--- config.mk ---
export PLATFORM = sky130hd
export DESIGN_NAME = miner_rx_assembler
export DESIGN_NICKNAME = d
export VERILOG_FILES = /design/src/rtl/miner_rx_assembler.sv
export SDC_FILE = /design/constraint.sdc
export NUM_CORES = 2
export LEC_CHECK = 0
export CORE_MARGIN = 2
export CORE_UTILIZATION = 55
export CTS_CLUSTER_DIAMETER = 200
export DETAILED_ROUTE_END_ITERATION = 16
export PLACE_DENSITY = 0.82
export SYNTH_ARGS = -nofsm -noshare
export SYNTH_HDL_FRONTEND = slang
export SYNTH_SLANG_ARGS = --single-unit
--- constraint.sdc ---
create_clock -name clk -period 79 [get_ports clk]
set_input_delay 15.8 -clock clk [delete_from_list [all_inputs] [get_ports clk]]
set_output_delay 15.8 -clock clk [all_outputs]
set_load 0.005 [all_outputs]
--- src/rtl/miner_rx_assembler.sv ---
// Byte-stream to work-unit assembler feeding the miner core: collects FRAME_BYTES bytes,
// then publishes them as one stable rx_data word with a one-cycle data_ready pulse.
module miner_rx_assembler #(
    parameter int FRAME_BYTES = 108,
    parameter int TIMEOUT_CYC = 100000
) (
    input  logic                     clk,
    input  logic                     rst,
    input  logic [7:0]               rx_byte,
    input  logic                     rx_valid,
    input  logic                     rx_error,
    input  logic                     miner_busy,
    output logic [FRAME_BYTES*8-1:0] rx_data,
    output logic                     data_ready,
    output logic                     frame_err,
    output logic                     overrun,
    output logic [7:0]               frames_ok
);

    localparam int W  = FRAME_BYTES * 8;
    localparam int CW = $clog2(FRAME_BYTES + 1);
    localparam int TW = $clog2(TIMEOUT_CYC);

    typedef enum logic [1:0] {
        S_IDLE,
        S_COLLECT,
        S_HOLD,
        S_PUBLISH
    } state_t;

    state_t          r_state;
    logic [W-1:0]    r_shreg;
    logic [CW-1:0]   r_cnt;
    logic [TW-1:0]   r_tmo;

    always_ff @(posedge clk or posedge rst) begin
        if (rst) begin
            r_state    <= S_IDLE;
            r_shreg    <= '0;
            r_cnt      <= '0;
            r_tmo      <= '0;
            rx_data    <= '0;
            data_ready <= 1'b0;
            frame_err  <= 1'b0;
            overrun    <= 1'b0;
            frames_ok  <= '0;
        end else begin
            data_ready <= 1'b0;
            frame_err  <= 1'b0;
            overrun    <= 1'b0;
            case (r_state)
                S_IDLE: begin
                    if (rx_valid) begin
                        r_shreg <= {r_shreg[W-9:0], rx_byte};
                        r_cnt   <= CW'(1);
                        r_tmo   <= '0;
                        r_state <= S_COLLECT;
                    end
                end
                S_COLLECT: begin
                    if (rx_error) begin
                        frame_err <= 1'b1;
                        r_cnt     <= '0;
                        r_tmo     <= '0;
                        r_state   <= S_IDLE;
                    end else if (rx_valid) begin
                        r_shreg <= {r_shreg[W-9:0], rx_byte};
                        r_cnt   <= r_cnt + CW'(1);
                        r_tmo   <= '0;
                        if (r_cnt == CW'(FRAME_BYTES - 1))
                            r_state <= miner_busy ? S_HOLD : S_PUBLISH;
                    end else if (r_tmo == TW'(TIMEOUT_CYC - 1)) begin
                        // this idle cycle is the TIMEOUT_CYC-th in a row
                        frame_err <= 1'b1;
                        r_cnt     <= '0;
                        r_tmo     <= '0;
                        r_state   <= S_IDLE;
                    end else begin
                        r_tmo <= r_tmo + TW'(1);
                    end
                end
                S_HOLD: begin
                    if (rx_valid)
                        overrun <= 1'b1;
                    if (!miner_busy)
                        r_state <= S_PUBLISH;
                end
                S_PUBLISH: begin
                    rx_data    <= r_shreg;
                    data_ready <= 1'b1;
                    frames_ok  <= frames_ok + 8'd1;
                    r_tmo      <= '0;
                    // a byte arriving now already starts the next frame
                    if (rx_valid) begin
                        r_shreg <= {r_shreg[W-9:0], rx_byte};
                        r_cnt   <= CW'(1);
                        r_state <= S_COLLECT;
                    end else begin
                        r_cnt   <= '0;
                        r_state <= S_IDLE;
                    end
                end
                default: r_state <= S_IDLE;
            endcase
        end
    end

endmodule

==> flow_metrics.tcl <==
set metrics [dict create \
    clock_path_buffers 3 \
    ys_seq_area_share_pct 66.8 \
    drc 0 \
    post_cts_resized 0 \
    nets 4766 \
    cts_max_level 4 \
    layout_min_cycle_time_ps 21230 \
    cp_cell_sequence "clkdlybuf4s50_1, inv_8, buf_12, buf_4, buf_4, buf_4, buf_4, buf_4" \
    vdd_drop_max_mv 0.0185 \
    synth_top_cell_by_area "dfrtp_1" \
    syn_nets 3867 \
    area_growth_pct 23.8 \
    synth_cell_types 44 \
    cp_max_fo 181 \
    setup_violations 0 \
    clkLatencyLatePin_ps 770 \
    fmax_mhz 47.1 \
    hpwlAfterDp_um 103000 \
    rows 127 \
    post_cts_buffers 0 \
    cp-end-kind "asynchronous set/reset pin" \
    viasPerCell 5.48 \
    fin_skew_ps 29.7 \
    fp.dieH_um 351 \
    start_util_pct 55.3 \
    required_ps 79750 \
    cts-root-buf "clkbuf_16" \
    power_density_nw_per_um2 24.3 \
    ff_latch_area_um2 44200 \
    setup-tns-final_ps 0 \
    period_share_pct 26.9 \
    wirelength_um 155000 \
    die_w_um 351 \
    gp_routability_congestion 0.820 \
    hold_viol 0 \
    arrival_ps 21980 \
    cts.clk_slew.worst_paths_ps 60 \
    synth_top_area_share_pct 66.8 \
    grt_pass1_vias 37600 \
    io_buffer_count 887 \
    grt.overflow.total 0 \
    synth_edf_count 0 \
    max_stage_delay_ps 900 \
    critical_path_class "in -> async" \
    rsz0062_at_grt "false" \
    cp_slowest_cell "buf_4" \
    power.total_mw 1.99 \
    p_leak_nw 40.4 \
    slew_headroom_pct 22.7 \
    syn_area_um2 66100 \
    fp.dieArea_um2 123000 \
    drive_gt1_share_pct 42.2 \
    hold-path-cell-count 1 \
    cts.sinks 1765 \
    yosysWarnings 0 \
    reg2reg_depth 7 \
    cp-start-kind "input port" \
    avgSynthCellArea_um2 17.2 \
    antenna_found_initial 6 \
    ios 888 \
    synthFlopType "dfrtp_1" \
    firstDrtPassIters 4 \
    grt_usage_pct 25.1 \
    syn_inst 3847 \
    path_delay_family "buffers and inverters" \
    cp_num_cells 8 \
    cpMostUsedCell "buf_4" \
    hold_path.class "reg -> reg" \
    grt_max_degree 201 \
    synthTopCellsByArea "dfrtp_1 (67%), mux2_2 (29%), buf_6 (1.2%)" \
    grt_pass1_wl_um 234000 \
    cts_tree "yes" \
    worstMarginPinSlew_ps 1160 \
    status "finished clean" \
    cts_buffers 171 \
    ys_seq_elements 1765 \
    final_antenna_net_count 0 \
    async_flop_share_pct 100 \
    slew_viol_final 0 \
    drv_cap 0 \
    via_count 35700 \
    n_fill_cell 7808 \
    drt_iter0_drc 2105 \
    cp_num_buf_inv 8 \
    hold_buffers 0 \
    coreArea_um2 119000 \
    multi_input_area_um2 20500 \
    detail_route.wl_per_cell_um 23.8 \
]
==> metrics by stage <==
stage / worst slack [ps] / cells / area (um2) / util (%) / hold WS (ps)
after CTS: 57680 / 6501 / 81800 / 68.5 / 501
after global routing: 56750 / 6503 / 81800 / 68.5 / 512
after floorplan: 13370 / 3847 / 66100 / - / 468
final: 57770 / 6506 / 81800 / 68.5 / 502
after detailed placement: 56840 / 6185 / 75900 / 63.5 / 487
after global placement: 56910 / 6185 / 75900 / 63.5 / 466
==> worst register-to-register path, cell delays in order (launching register included) <==
cell and delay [ps]:
dfrtp_1 480, ha_4 770, buf_4 900, buf_4 900
buf_4 860, buf_4 900, buf_4 950, mux2_2 500
==> placed cells by master (no fill, tap or decap), types with 2 or more instances in the layout <==
cell | Yosys | final
a31oi_1 | 3 | 3
bufinv_16 | 0 | 12
nand2_1 | 22 | 22
and2_1 | 2 | 2
a21oi_1 | 3 | 3
o31ai_1 | 2 | 2
or2_2 | 2 | 2
clkinv_2 | 0 | 31
nor3_1 | 4 | 4
nand3_1 | 16 | 16
clkbuf_8 | 0 | 48
buf_12 | 0 | 7
clkinvlp_4 | 0 | 3
and3_2 | 2 | 2
clkinv_16 | 0 | 3
a22o_1 | 3 | 3
mux2_2 | 1730 | 1730
nand4_1 | 5 | 5
buf_4 | 23 | 29
o21ai_0 | 9 | 8
diode_2 | 0 | 5
and3_1 | 5 | 5
o21a_1 | 2 | 2
xnor2_1 | 7 | 7
inv_1 | 3 | 2
clkbuf_16 | 0 | 175
inv_6 | 0 | 9
nor2_1 | 26 | 26
nor4_1 | 3 | 3
clkbuf_1 | 8 | 33
xor2_1 | 11 | 11
dfrtp_1 | 1765 | 1765
mux2i_1 | 2 | 2
ha_1 | 7 | 6
clkdlybuf4s50_1 | 0 | 887
==> routing by layer <==
| metal | vias up | wire, um | track usage (%) |
|---|---|---|---|
| met4 | 0 | 7470 | 11.9 |
| met2 | 927 | 76400 | 40.9 |
| met5 | - | 0 | 0 |
| li1 | 15500 | - | - |
| met1 | 19000 | 60000 | 30.7 |
| met3 | 296 | 10700 | 7.44 |
==> kinds of logic (layout without fill, tap and decap cells) <==
kind of cell / count (synthesis) / count (layout) / synth area share [%]
other: 0 / 5 / 0
adders and majority gates: 7 / 7 / 0.133
DFF: 1765 / 1765 / 66.8
buffers and inverters: 200 / 1242 / 2.27
AOI/OAI and AO/OA: 29 / 29 / 0.292
and+or+nand+nor: 96 / 96 / 0.738
muxes: 1732 / 1732 / 29.5
xor gates and xnor gates: 18 / 18 / 0.239
==> sequential cells by signal, summed over array words and instances, names as in the netlist, named ones only <==
signal	cells
r_tmo	17
data_ready	1
r_state	1
rx_data	864
overrun	1
frame_err	1
r_shreg	864
frames_ok	8
r_cnt	7
==> synthesized netlist by cell type (3+ instances only) <==
master	count
buf_6	73
mux2_2	1730
nor2_1	26
nand3_1	16
buf_4	23
xnor2_1	7
buf_2	92
xor2_1	11
a22o_1	3
nand2_1	22
ha_1	7
a21oi_1	3
a31oi_1	3
nor3_1	4
nor4_1	3
o21ai_0	9
nand4_1	5
dfrtp_1	1765
inv_1	3
and3_1	5
clkbuf_1	8
==> report_power, final <==
part / total (mW) / switching [mW] / internal, mW / leakage (nW)
registers: 0.970 / 0.0313 / 0.939 / 24.5
logic: 0.174 / 0.0926 / 0.0814 / 13.0
clock network: 0.842 / 0.349 / 0.493 / 2.92
total: 1.99 / 0.473 / 1.51 / 40.4
==> cell type report <==
| cell class | instances | area share [%] |
|---|---|---|
| clock inverter | 60 | 0.908 |
| clock buffer | 256 | 6.31 |
| antenna | 5 | 0.0153 |
| timing repair buffer | 923 | 11.3 |
| inverter | 3 | 0.0229 |
| sequential | 1765 | 54.0 |
| multi-input combinational | 1882 | 25.0 |
| tap | 1612 | 2.47 |
==> final timing paths <==
path | start | end | slack [ps]
worst max register to register | r_state[0] | rx_data[630] | 72650
worst min-delay path | r_shreg[863] | r_shreg[863] | 500
min in group asynchronous | rst | rx_data[11] | 15630
worst max-delay path | rst | rx_data[315] | 57770
worst min register to register | r_shreg[863] | r_shreg[863] | 500
max in group clk | rx_valid | r_shreg[574] | 59120
No activity file was read; power rests on OpenSTA's default activity.
